[config.mk]
export PLATFORM = sky130hd
export DESIGN_NAME = temp_display
export DESIGN_NICKNAME = d
export VERILOG_FILES = /design/src/rtl/disp_pkg.sv /design/src/rtl/bin2bcd_seq.sv /design/src/rtl/temp_display.sv
export SDC_FILE = /design/constraint.sdc
export NUM_CORES = 1
export LEC_CHECK = 0
export CAP_MARGIN = 20
export CORE_UTILIZATION = 65
export DETAILED_ROUTE_END_ITERATION = 10
export PLACE_DENSITY = 0.86
export SETUP_SLACK_MARGIN = 0.02
export SLEW_MARGIN = 25
export SYNTH_ARGS = -nofsm -noshare
export SYNTH_HDL_FRONTEND = slang
export SYNTH_SLANG_ARGS = --single-unit
[constraint.sdc]
create_clock -name Clk -period 6.21 [get_ports Clk]
set_clock_uncertainty 0.2 [all_clocks]
set_input_delay 0.621 -clock Clk [delete_from_list [all_inputs] [get_ports Clk]]
set_output_delay 0.621 -clock Clk [all_outputs]
set_load 0.05 [all_outputs]
[src/rtl/disp_pkg.sv]
`default_nettype none
// +----------------------------------------------------------------------+
// | disp_pkg : shared FSM states and 7-segment glyphs (active-low gfedcba)|
// | Revision : 1.0                                                        |
// +----------------------------------------------------------------------+
package disp_pkg;

  typedef enum logic [1:0] {
    IDLE  = 2'd0,
    SHIFT = 2'd1,
    DONE  = 2'd2
  } disp_state_e;

  localparam int DIGITS = 4;

  localparam logic [6:0] SEG_BLANK = 7'h7F;
  localparam logic [6:0] SEG_MINUS = 7'h3F;

  // Index 0 is the rightmost entry so SEG_HEX[n] yields the glyph for hex digit n.
  localparam logic [15:0][6:0] SEG_HEX = {
    7'h0E, 7'h06, 7'h21, 7'h46, 7'h03, 7'h08, 7'h10, 7'h00,
    7'h78, 7'h02, 7'h12, 7'h19, 7'h30, 7'h24, 7'h79, 7'h40
  };

endpackage
`default_nettype wire

[src/rtl/bin2bcd_seq.sv]
`default_nettype none
// +----------------------------------------------------------------------+
// | bin2bcd_seq : 8-bit binary to 3-digit BCD, one double-dabble step/clk |
// | Revision    : 1.0                                                     |
// +----------------------------------------------------------------------+
module bin2bcd_seq
  import disp_pkg::*;
(
  input  logic        Clk,
  input  logic        Rst,
  input  logic        Start,
  input  logic [7:0]  Bin,
  output logic        Busy,
  output logic        Done,
  output logic [11:0] Bcd
);

  disp_state_e state_q, state_d;
  logic [19:0] sh_q, sh_d;
  logic [2:0]  cnt_q, cnt_d;
  logic [19:0] adj;

  always_comb begin
    state_d = state_q;
    sh_d    = sh_q;
    cnt_d   = cnt_q;
    adj     = sh_q;
    for (int i = 0; i < 3; i++) begin
      if (sh_q[8 + 4*i +: 4] >= 4'd5) adj[8 + 4*i +: 4] = sh_q[8 + 4*i +: 4] + 4'd3;
    end
    case (state_q)
      IDLE: begin
        if (Start) begin
          sh_d    = {12'h000, Bin};
          cnt_d   = 3'd0;
          state_d = SHIFT;
        end
      end
      SHIFT: begin
        sh_d  = {adj[18:0], 1'b0};
        cnt_d = cnt_q + 3'd1;
        if (cnt_q == 3'd7) state_d = DONE;
      end
      DONE:    state_d = IDLE;
      default: state_d = IDLE;
    endcase
  end

  always_ff @(posedge Clk) begin
    if (Rst) begin
      state_q <= IDLE;
      sh_q    <= '0;
      cnt_q   <= '0;
    end else begin
      state_q <= state_d;
      sh_q    <= sh_d;
      cnt_q   <= cnt_d;
    end
  end

  assign Busy = (state_q != IDLE);
  assign Done = (state_q == DONE);
  assign Bcd  = sh_q[19:8];

endmodule
`default_nettype wire

[src/rtl/temp_display.sv]
`default_nettype none
// +----------------------------------------------------------------------+
// | temp_display : 4-digit muxed 7-seg, signed decimal temp or hex switch |
// | Revision     : 1.0                                                    |
// +----------------------------------------------------------------------+
module temp_display
  import disp_pkg::*;
#(
  parameter int FREQ_CLK   = 100_000_000,
  parameter int REFRESH_HZ = 1000
) (
  input  logic       Clk,
  input  logic       Rst,
  input  logic [7:0] Temp,
  input  logic [7:0] Switches,
  input  logic       Disp_Sel,
  output logic [6:0] Seg,
  output logic       Dp,
  output logic [3:0] An,
  output logic       Busy,
  output logic       Value_Valid
);

  localparam int DIV   = FREQ_CLK / (REFRESH_HZ * DIGITS);
  localparam int PRE_W = $clog2(DIV);
  localparam logic [PRE_W-1:0] PRE_LAST = PRE_W'(DIV - 1);

  logic [7:0] temp_q, temp_d, switches_q, switches_d, last_q, last_d;
  logic       force_q, force_d, sign_q, sign_d, vv_q, vv_d;
  logic [DIGITS-1:0][6:0] disp_q, disp_d, sw_glyph;
  logic [PRE_W-1:0] pre_q, pre_d;
  logic [1:0]  idx_q, idx_d;
  logic [6:0]  seg_q, seg_d;
  logic [3:0]  an_q, an_d;
  logic        cvt_start, cvt_busy, cvt_done;
  logic [7:0]  mag;
  logic [11:0] bcd;

  bin2bcd_seq u_bcd (
    .Clk  (Clk),
    .Rst  (Rst),
    .Start(cvt_start),
    .Bin  (mag),
    .Busy (cvt_busy),
    .Done (cvt_done),
    .Bcd  (bcd)
  );

  assign mag       = temp_q[7] ? (~temp_q + 8'd1) : temp_q;
  assign cvt_start = !cvt_busy && (force_q || (temp_q != last_q));
  assign sw_glyph  = {SEG_BLANK, SEG_BLANK, SEG_HEX[switches_q[7:4]], SEG_HEX[switches_q[3:0]]};

  always_comb begin
    temp_d     = Temp;
    switches_d = Switches;
    last_d     = last_q;
    force_d    = force_q;
    sign_d     = sign_q;
    disp_d     = disp_q;
    vv_d       = cvt_done;
    pre_d      = pre_q + 1'b1;
    idx_d      = idx_q;
    seg_d      = seg_q;
    an_d       = an_q;
    if (cvt_start) begin
      last_d  = temp_q;
      force_d = 1'b0;
      sign_d  = temp_q[7];
    end
    // Leading-zero blanking is resolved here so the scan path only muxes glyphs.
    if (cvt_done) begin
      disp_d[3] = sign_q ? SEG_MINUS : SEG_BLANK;
      disp_d[2] = (bcd[11:8] == 4'd0) ? SEG_BLANK : SEG_HEX[bcd[11:8]];
      disp_d[1] = (bcd[11:4] == 8'd0) ? SEG_BLANK : SEG_HEX[bcd[7:4]];
      disp_d[0] = SEG_HEX[bcd[3:0]];
    end
    if (pre_q == PRE_LAST) begin
      pre_d = '0;
      idx_d = idx_q + 2'd1;
      an_d  = ~(4'b0001 << idx_d);
      seg_d = Disp_Sel ? sw_glyph[idx_d] : disp_q[idx_d];
    end
  end

  always_ff @(posedge Clk) begin
    temp_q     <= temp_d;
    switches_q <= switches_d;
  end

  always_ff @(posedge Clk) begin
    if (Rst) begin
      last_q  <= 8'h00;
      force_q <= 1'b1;
      sign_q  <= 1'b0;
      disp_q  <= {DIGITS{SEG_BLANK}};
      vv_q    <= 1'b0;
      pre_q   <= '0;
      idx_q   <= 2'd0;
      seg_q   <= SEG_BLANK;
      an_q    <= 4'hF;
    end else begin
      last_q  <= last_d;
      force_q <= force_d;
      sign_q  <= sign_d;
      disp_q  <= disp_d;
      vv_q    <= vv_d;
      pre_q   <= pre_d;
      idx_q   <= idx_d;
      seg_q   <= seg_d;
      an_q    <= an_d;
    end
  end

  assign Seg         = seg_q;
  assign An          = an_q;
  assign Dp          = 1'b1;
  assign Busy        = cvt_busy;
  assign Value_Valid = vv_q;

endmodule
`default_nettype wire
Word level (Yosys, flattened, before mapping)
Memories as Yosys holds them, arrays and structs flattened. A register that Yosys moved wholly into a read port is not among the register bits. Cells that the tools add are included. Widths: inputs -> output; s select.

Bits in registers: 101. Bits in latches: 0. Memory bits (writable): 0. Memory bits (read-only): 560. Input port bits: 19. Output and inout bits: 14. Logic and storage cells: 84. Memories kept: 5.

Add/sub/neg operators: 7. Multiply operators: 0. Div/mod/pow operators: 0. Order comparisons: 8. Equal/unequal tests: 7. Shifts and indexed selects: 1. Multiplexer cells: 27. Bitwise logic cells: 2. Reduce and logical (&&, ||, !) cells: 11.

Memory list: (no name shown) (depth 16, bits a word 7, rd ports 1, clocked after memory_dff 1, write ports 0, line temp_display.sv:75) `disp_d[0] = SEG_HEX[bcd[3:0]];`; (no name shown) (depth 16, bits a word 7, rd ports 1, clocked after memory_dff 1, write ports 0, line temp_display.sv:74) `disp_d[1] = (bcd[11:4] == 8'd0) ? SEG_BLANK : SEG_HEX[bcd[7:4]];`; (no name shown) (depth 16, bits a word 7, rd ports 1, clocked after memory_dff 1, write ports 0, line temp_display.sv:73) `disp_d[2] = (bcd[11:8] == 4'd0) ? SEG_BLANK : SEG_HEX[bcd[11:8]];`; (no name shown) (depth 16, bits a word 7, rd ports 1, clocked after memory_dff 1, write ports 0, line temp_display.sv:51) `assign sw_glyph = {SEG_BLANK, SEG_BLANK, SEG_HEX[switches_q[7:4]], SEG_HEX[switches_q[3:0]]};`; (no name shown) (depth 16, bits a word 7, rd ports 1, clocked after memory_dff 1, write ports 0, line temp_display.sv:51).

Operators by type and width (number): $mux 7 (10); $pmux 20 s2 (1); $bmux 7 s2 (2); $mux 4 (6); $lt 4x5->1 const B (4); $mux 20 (1); $add 15x1->15 const B (1); $eq 15x15->1 const B (1); $ge 4x3->1 const B (3); $add 4x2->4 const B (2); $add 8x1->8 const B (1); $logic_not 8->1 (1); $mux 8 (1); $ne 8x8->1 (1); $not 8->8 (1); $mux 3 (2); $pmux 3 s2 (1); $logic_not 4->1 (1); $mux 2 (2); $not 4->4 (1); $pmux 2 s2 (1); $reduce_and 2->1 (2); $reduce_bool 2->1 (2); $shl 1x2->4 const A (1); other kinds (14) (14).

Depth between registers and ports, before layout
Gate-level depths: netlist (run 1).

Depth after elaboration: 7. Mapped depth: 12. Depth with buffers taken out: 12.

By module
A second synthesis (run 1) with hierarchy kept.

Cell total of the unflattened synthesis: 652. Area, all modules: 5838.1 sq um.

Modules (own cells, without submodules): temp_display (times used 1, cells an instance 516, area each 4639.4 sq um, sequential area each 1641.6 sq um); bin2bcd_seq (times used 1, cells an instance 136, area each 1198.6 sq um, sequential area each 500.5 sq um).

Worst setup path after synthesis (run 1)
OpenSTA, ideal clock, no wires.

Path kind: reg2reg. From: register u_bcd.sh_q[9]. To: register with a tool-made name. Setup time: 0.122 ns. Arrival time: 2.400 ns. Data required time: 5.888 ns. Path slack: 3.489 ns. Cell stages (with the launch flop): 12. Buffers on the path: 0. Period minus slack after synthesis: 2.721 ns. Cells stage by stage: dfxtp_1 -> inv_1 -> ha_1 -> nand2b_1 -> nor3b_1 -> o21ai_0 -> o221a_2 -> or2_2 -> inv_1 -> ha_1 -> or4_1 -> o311a_1.

RTL lines: from (decl) (line bin2bcd_seq.sv:19) `logic [19:0] sh_q, sh_d;`; from (signal assigned) (line bin2bcd_seq.sv:52) `sh_q <= '0;`; from (signal assigned) (line bin2bcd_seq.sv:56) `sh_q <= sh_d;`.

==> summary.txt, run 1 <==
Logic synthesis
  – Synth Warn #: 0
  – Top cell type's share of synthesized area: a little under 40%
  – Synthesis-stage register bit count: approximately 120
  – Register area share after synthesis: 39.79%
  – Top FF cell, synth: dfxtp_1
  – Async SR Flop Fraction: 0%
  – Synth top area cells: dfxtp_1 (40%), ha_1 (8.8%), nand2_1 (4.9%)
  – Number of enable flip-flop cells after synthesis: 0
  – Mapped Cells: slightly below 700
  – Mapped Nets: between 700 and 800
  – Cell Area, Synth: a little over 0.006 sq mm
  – Cell taking the most area after synthesis: dfxtp_1
  – Distinct cell type count after synthesis: between 70 and 80
  – Post-Syn Area per Cell: around 9.0 sq um

Worst setup path
  – Crit path max fanout: 23
  – CP startpoint kind: flop
  – Slowest cell on crit path: o31ai_4
  – Crit-path cells: xor2_1, nor2_1, nand2_1, o31ai_4, nand2_1, a21oi_1, inv_1, ha_1, nor2_1, o21bai_1, o31ai_1
  – Crit path largest cell delay: approximately 760 ps
  – R2r startpoint: temp_q[3]$_DFF_P_
  – CP arrival: approximately 3800 ps
  – CP top delay family: compound AO/OA/AOI/OAI gates
  – Worst Path Required: between 6000 and 7000 ps
  – CP endpoint kind: flop
  – Bufs and invs on worst path: 1
  – Crit path launch: temp_q[3]$_DFF_P_
  – WS Path Type: reg -> reg

Job
  – MaxCap Viol Count: 0

STA
  – Maximum clock rate: between 0.2 and 0.3 GHz
  – Slew Viols, Final: 0
  – Post-route clock period utilization: between 50 and 60%
  – Slew @ Worst Pin: 978.5 ps
  – Max-slew headroom: roughly a third
  – Unrepaired setup endpoints after global routing: false
  – Final min period: ~3600 ps
  – Final-report setup violation count: 0
  – Final hold violations: 0
  – Fin Setup TNS: 0 ps

Route
  – Total wire length: 12.94 mm
  – # DRC: 0
  – Post-DRT Antenna Nets: 0
  – First-pass iteration count of the detailed router: 5
  – DR WL/cell: ~16 um
  – DR vias: slightly below 5000
  – Vias/cell: 6.094
  – Initial DRC Count: 335

GRT
  – Total track usage: 27.91%
  – Initial antenna violation count: 0
  – Overflow after GRT: 0
  – First-pass GRT wire length: about 22 mm
  – Vias in the first global route: between 4000 and 5000
  – Largest net degree at the start of global routing: 49

Placed design
  – Port bufs: 31
  – Routability cong.: ~0.96
  – Dpl hpwl: ~9 mm

CTS
  – Clk Latency, worst-skew pair: approximately 520 ps
  – Total CTS buffers: 17
  – H-tree Lvls: 4
  – Post-CTS Hold Fix Bufs: 0
  – Setup Fix Bufs, Post-CTS: 0
  – CTS sink count: roughly 120
  – # resized after CTS: 0
  – Clock transition at path regs: 60 ps
  – Clock buffer depth: 2
  – CTS Root Cell: clkbuf_8
  – TritonCTS clock tree: yes

Layout
  – # diodes: 0
  – Area Overhead vs Synth: 13.63%
  – Share of layout cells above drive strength 1: between 8 and 9%
  – Final net count: roughly 760
  – Core Util, Final: between 70% and 80%
  – Fillers: ~580

Die
  – DIE WIDTH: 98.77 um
  – Row cnt: 34
  – Die area: ~0.0098 sq mm
  – Ports: 33
  – Die height: a little under 100 um
  – Core Area: 0.008891 sq mm
  – Initial core utilization: 68.46%

Power and ir drop
  – Worst VDD drop: ~220 uV
  – Leak pwr: between 0.002 and 0.003 uW
  – PD cells: 257.2 mW/mm^2

Hold path
  – Worst hold-check path type: reg -> reg

Status
  – Outcome: finished, final reports clean
==> layout by cell type, fill, tap and decap left out, types with 22 or more instances in the layout <==
| cell | instances |
|---|---|
| dfxtp_1 | 121 |
| a21oi_1 | 37 |
| clkdlybuf4s50_1 | 31 |
| ha_1 | 43 |
| nor2_1 | 77 |
| o21ai_0 | 28 |
| nand2_1 | 79 |
| inv_1 | 32 |
| mux2i_1 | 22 |
==> worst paths after layout <==
check	slack [ps]	endpoint	cells past startpoint
max	2580	flop	11
min	240	disp_q[13]$_SDFFE_PP1P_	2
max reg2reg	2580	flop	11
min reg2reg	240	disp_q[13]$_SDFFE_PP1P_	2
==> stage by stage <==
step	hold slack [ps]	std cells	area (sq um)	setup slack (ps)	total power (uW)
after floorplan	217.6	679	6087	3489	905.8
after global placement	220.9	784	6394	2755	934.1
after detailed placement	235.4	784	6394	2609	938.9
after CTS	244.7	815	6917	2599	1785
after global routing	264.5	815	6917	2225	1836
final	241.4	815	6917	2581	1779
==> Yosys cell counts (all sizes together), types with 5 or more instances <==
cell / n
mux4: 9
a21oi: 38
nor3: 5
buf: 8
o211ai: 17
mux2i: 22
nand2b: 9
dfxtp: 121
o31ai: 6
clkbuf: 29
xnor2: 12
o22ai: 17
ha: 43
inv: 33
a211oi: 13
nor2b: 8
xor2: 15
o21ai: 29
and3: 5
nand3: 6
a22oi: 7
a22o: 5
nand2: 79
nor2: 77
==> metal layers <==
layer	track usage (%)	part of all wire (%)
met3	7.021	4.9
met1	33.71	44
met2	47.01	49
met4	12.51	2.3
met5	0	0
==> tightest hold or removal path: cells and delay by family (launching register included) <==
kind / cells / cell delay (ps)
flops: 1 / 300
compound gates: 1 / 60
simple gates: 1 / 60
==> where the power goes <==
group / total [uW] / internal, uW / leakage [uW] / switching (uW)
Clock: 852 / 525 / 0.000263 / 326
Combinational: 111 / 48.5 / 0.00161 / 62.3
Sequential: 816 / 799 / 0.000988 / 17.7
==> kinds of logic (layout without fill, tap and decap cells) <==
logic type                 after synthesis  count (layout)  synth area share [%]
and+or+nand+nor                        222             222                 17.25
AOI/OAI and AO/OA                      160             160                 17.80
DFF                                    121             121                 39.79
buffers and inverters                   71              99                 4.748
adders and majority gates               43              43                 8.839
muxes                                   34              34                 7.502
xor gates and xnor gates                27              27                 4.008
other                                    1               1               0.06161
==> final cells by class <==
type / instances / area (sq um) / area share [%]
multi-input combinational: 487 / 3376 / 48.81
sequential: 121 / 2422 / 35.02
clock buffer: 23 / 476.7 / 6.892
timing repair buffer: 34 / 332.8 / 4.812
tap: 108 / 135.1 / 1.954
inverter: 34 / 127.6 / 1.845
clock inverter: 8 / 46.29 / 0.6693
(Power assumes the default switching activity.)
==> run 2: changes to the inputs <==
- CORE_UTILIZATION: 65 -> 60
- PLACE_DENSITY: 0.86 -> 0.8
- clock period: 6.21 -> 3.5 ns (I/O delays scaled with it)
==> run 2 against run 1 <==
  * Cell area increased by 1.6%
  * Clock power rose by 88%
  * Routed wire length is 1.5% higher
  * Worst setup slack got worse by 2200 ps
  * Combinational power increased by 79%
  * Sequential cell count unchanged
  * Via count increased by 0.12%
  * Die area is 8.2% higher
  * Clock-buffer cell count down 1
  * First-iteration DRC count up 3.0%
  * Critical path depth is the same
  * Global-route usage shrank 1.8 points
==> summary.txt, run 2 (synthesized netlist as in run 1, its figures left out) <==
CTS
  – Clk Latency, worst-skew pair: 520 ps
  – Total CTS buffers: 17
  – CTS Root Cell: clkbuf_8
  – Clock buffer depth: 2
  – Setup Fix Bufs, Post-CTS: 0
  – TritonCTS clock tree: yes
  – CTS sink count: ~120
  – # resized after CTS: 0
  – Clock transition at path regs: around 50 ps
  – Post-CTS Hold Fix Bufs: 0
  – H-tree Lvls: 4

Route
  – First-pass iteration count of the detailed router: 5
  – Initial DRC Count: ~350
  – DR WL/cell: approximately 15 um
  – Total wire length: around 13 mm
  – Vias/cell: a little under 6
  – # DRC: 0
  – DR vias: around 5000
  – Post-DRT Antenna Nets: 0

STA
  – Slew Viols, Final: 0
  – Slew @ Worst Pin: around 740 ps
  – Final hold violations: 0
  – Maximum clock rate: about 0.32 GHz
  – Post-route clock period utilization: 88.82%
  – Final-report setup violation count: 0
  – Unrepaired setup endpoints after global routing: false
  – Final min period: ~3100 ps
  – Max-slew headroom: roughly 51%
  – Fin Setup TNS: 0 ps

GRT
  – First-pass GRT wire length: ~21 mm
  – Initial antenna violation count: 0
  – Vias in the first global route: 4606
  – Largest net degree at the start of global routing: 38
  – Total track usage: 26.16%
  – Overflow after GRT: 0

Die
  – Core Area: about 0.01 sq mm
  – Die area: ~0.011 sq mm
  – Ports: 33
  – Die height: between 100 and 150 um
  – DIE WIDTH: 102.7 um
  – Initial core utilization: approximately three fifths
  – Row cnt: 36

Placed design
  – Dpl hpwl: 9.065 mm
  – Cell Area, Placed: roughly 0.0065 sq mm
  – Port bufs: 31
  – Routability cong.: about 0.97
  – Placed insts: 817

Layout
  – Post-Layout Cell Count: 848
  – Share of layout cells above drive strength 1: around 8.8%
  – Post-route cell area: roughly 0.007 sq mm
  – # diodes: 0
  – Area Overhead vs Synth: 15.46%
  – Fillers: 750
  – Final net count: roughly 770
  – Commonest non-fill, non-tap cells in the layout: dfxtp_1 (121), nand2_1 (79), nor2_1 (77)
  – Commonest non-fill, non-tap cell in the layout: dfxtp_1

Power and ir drop
  – PD cells: around 460 mW/mm^2
  – Worst VDD drop: 389.7 uV
  – Leak pwr: between 0.002 and 0.003 uW

Worst setup path
  – Crit path max fanout: 10
  – CP startpoint kind: flop
  – CP arrival: around 3300 ps
  – Worst Path Required: between 3000 and 4000 ps
  – CP endpoint kind: flop
  – WS Path Type: reg -> reg

Job
  – MaxCap Viol Count: 0

Status
  – Outcome: finished, final reports clean

Hold path
  – Worst hold-check path type: in -> reg
-- run 2: final cells by class --
class                   count  area (sq um)  area share (%)
inverters                  34         127.6           1.816
well taps                 133         166.4           2.368
clock inverters             9         100.1           1.424
repair buffers             42         392.9           5.590
multi-input cells         487          3376           48.03
flip-flops and latches    121          2422           34.47
clock buffers              22         442.9           6.302
-- run 2: metrics by stage --
step | worst slack [ps] | hold slack [ps] | power, uW | utilization (%)
floorplan | 778.8 | 177.7 | 1607 | -
global placement | 538.4 | 222.9 | 1662 | 66.04
detailed placement | 444.6 | 237.6 | 1670 | 66.04
CTS | 397.5 | 55.15 | 3269 | 71.57
global route | 189.3 | 55.00 | 3354 | 71.57
finish | 391.2 | 71.65 | 3244 | 71.57
-- run 2: worst max-delay path: stages (launching register included) --
cell	delay [ps]
dfxtp_1	510
xor2_2	130
a21oi_4	150
nand4_4	220
o31ai_4	340
a22oi_1	150
nor2_1	340
inv_1	160
ha_1	280
and2b_1	200
o211ai_1	170
o31ai_1	90
-- run 2: report_power, final --
group | internal (uW) | leakage, uW | switching [uW]
clock network | 1020 | 0.000264 | 580
registers | 1420 | 0.000988 | 30.0
logic | 88.9 | 0.00165 | 110
-- run 2: path summary, 6_finish.rpt --
kind,depth (start not counted),slack [ps],start,end
setup / recovery,11,390,temp_q[7]$_DFF_P_,flop
hold / removal,1,70,Temp[2],temp_q[2]$_DFF_P_
setup reg to reg,11,390,temp_q[7]$_DFF_P_,flop
hold reg to reg,2,250,flop,disp_q[15]$_SDFFE_PP1P_
-- run 2: layer usage --
metal / vias up / routed length (um) / GRT usage, % / part of all wire [%]
li1: 2439 / - / - / -
met2: 158 / 6766 / 45.13 / 52
met4: 0 / 149 / 10.77 / 1.1
met1: 2357 / 5624 / 31.08 / 43
met3: 19 / 596 / 6.441 / 4.5
met5: - / 0 / 0 / 0
==> run 3: changes to the inputs <==
==> constraint.sdc (replaced) <==
create_clock -name Clk -period 3.5 [get_ports Clk]
set_clock_uncertainty 0.2 [all_clocks]
set_input_delay 0.7 -clock Clk [delete_from_list [all_inputs] [get_ports Clk]]
set_output_delay 0.7 -clock Clk [all_outputs]
set_load 0.05 [all_outputs]
==> run 3 against run 2 <==
  * Worst hold slack improved by 170 ps
  * Total power increased by 5.1%
  * Clock power increased by 10%
  * Sequential power about the same
  * Critical path depth decreased by 8
  * Sequential cell count unchanged
  * Via count decreased by 0.32%
  * Critical path type is now reg -> out
==> summary.txt, run 3 (synthesized netlist as in run 1, its figures left out) <==
STA
  – Final min period: 3221 ps
  – Max-slew headroom: 50.02%
  – Post-route clock period utilization: 92.03%
  – Unrepaired setup endpoints after global routing: false
  – Slew @ Worst Pin: about 750 ps
  – Final-report setup violation count: 0
  – Setup ws final: ~280 ps
  – Maximum clock rate: 0.3104 GHz
  – Slew Viols, Final: 0
  – Final hold violations: 0
  – Fin Setup TNS: 0 ps

Layout
  – Commonest non-fill, non-tap cell in the layout: dfxtp_1
  – Area Overhead vs Synth: 16.63%
  – Fillers: roughly 750
  – # diodes: 0
  – Share of layout cells above drive strength 1: approximately a tenth
  – Commonest non-fill, non-tap cells in the layout: dfxtp_1 (121), nand2_1 (79), nor2_1 (77)
  – Reg area: roughly 0.0024 sq mm
  – Footprint of the multi-input gates: about 0.0034 sq mm
  – Core Util, Final: 72.30%
  – Final net count: around 760

Die
  – Die height: about 100 um
  – Ports: 33
  – Initial core utilization: 61.99%
  – Row cnt: 36
  – DIE WIDTH: just over 100 um
  – Die area: ~0.011 sq mm
  – Core Area: between 0.009 and 0.01 sq mm

Power and ir drop
  – Worst VDD drop: between 600 and 700 uV
  – Leak pwr: ~0.0029 uW
  – PD cells: 480.4 mW/mm^2
  – Total power: around 3400 uW

Worst setup path
  – R2r startpoint: temp_q[3]$_DFF_P_
  – CP arrival: between 2000 and 2500 ps
  – WS Path Type: reg -> out
  – Crit-path cells: nor2_1, inv_1, dlygate4sd2_1
  – WP depth: 3
  – Crit path launch: u_bcd.state_q[0]$_SDFFE_PP0P_
  – Worst Path Required: ~2600 ps
  – CP endpoint kind: output pin
  – Crit path largest cell delay: approximately 710 ps
  – CP startpoint kind: flop
  – Reg-to-reg slack, setup: between 300 and 400 ps
  – CP top delay family: buffers and inverters
  – Crit path max fanout: 16
  – Worst R2R Path Depth: 11
  – Bufs and invs on worst path: 2
  – Slowest cell on crit path: dfxtp_1
  – Crit path to: Busy

GRT
  – Largest net degree at the start of global routing: 49
  – Total track usage: roughly 27%
  – Vias in the first global route: approximately 4800
  – First-pass GRT wire length: about 22 mm
  – Overflow after GRT: 0
  – Initial antenna violation count: 0

Route
  – First-pass iteration count of the detailed router: 5
  – Total wire length: about 13 mm
  – # DRC: 0
  – Post-DRT Antenna Nets: 0
  – Initial DRC Count: about 280
  – DR vias: around 5000
  – Vias/cell: between 5 and 6
  – DR WL/cell: 15.89 um

CTS
  – Total CTS buffers: 17
  – Clock transition at path regs: approximately 60 ps
  – Post-CTS Hold Fix Bufs: 0
  – CTS Root Cell: clkbuf_8
  – H-tree Lvls: 4
  – Clk Latency, worst-skew pair: between 500 and 600 ps
  – CTS sink count: 121
  – Setup Fix Bufs, Post-CTS: 0
  – Clock buffer depth: 2
  – TritonCTS clock tree: yes

Placed design
  – Port bufs: 31
  – Setup WS pre-CTS: roughly 460 ps
  – Routability cong.: about 0.9
  – Dpl hpwl: between 9 and 10 mm

Status
  – Outcome: finished, final reports clean

Job
  – MaxCap Viol Count: 0

Hold path
  – Worst hold-check path type: reg -> reg
[run 3: worst min path at each step]
stage	start	to	slack [ps]	cells past startpoint
5_1_grt	flop	disp_q[12]$_SDFFE_PP1P_	260	2
3_5_place_dp	flop	disp_q[20]$_SDFFE_PP1P_	230	2
4_1_cts	flop	disp_q[17]$_SDFFE_PP1P_	240	2
3_3_place_gp	flop	disp_q[10]$_SDFFE_PP1P_	220	2
6_report	flop	disp_q[12]$_SDFFE_PP1P_	240	2
2_1_floorplan	pre_q[0]$_SDFF_PP0_	pre_q[0]$_SDFF_PP0_	220	1
[run 3: routing by layer]
layer	wire [um]	track usage (%)	vias to the layer above
met5	0	0	-
met4	229	12.09	0
met3	549	5.831	23
met2	6911	48.67	119
met1	5787	31.61	2370
li1	-	-	2445
[run 3: power by group]
group,internal (uW),total [uW],switching [uW]
Combinational,89.4,201,112
Clock,1130,1760,639
Sequential,1420,1440,28.9
[run 3: worst min-delay path, stage by stage (launching register included)]
cell and delay (ps):
dfxtp_1 310, o22ai_1 60, nand2_1 60
[run 3: layout make-up]
class	instances	area share, %
multi-input combinational	487	47.55
timing repair buffer	41	5.587
sequential	121	34.12
clock buffer	19	6.221
tap	133	2.344
inverter	34	1.798
clock inverter	13	2.379
[run 3: what timing repair did]
action	in CTS	in global routing
gates resized for setup	1	0
endpoints found under the hold margin	0	0
setup endpoints to repair	1	0
[run 3: stage by stage]
step	hold slack (ps)	instances	instance area [sq um]
2_1_floorplan	217.6	679	6087
3_3_place_gp	223.3	816	6490
3_5_place_dp	231.0	816	6490
4_1_cts	242.0	848	7099
5_1_grt	262.9	848	7099
6_report	244.2	848	7099
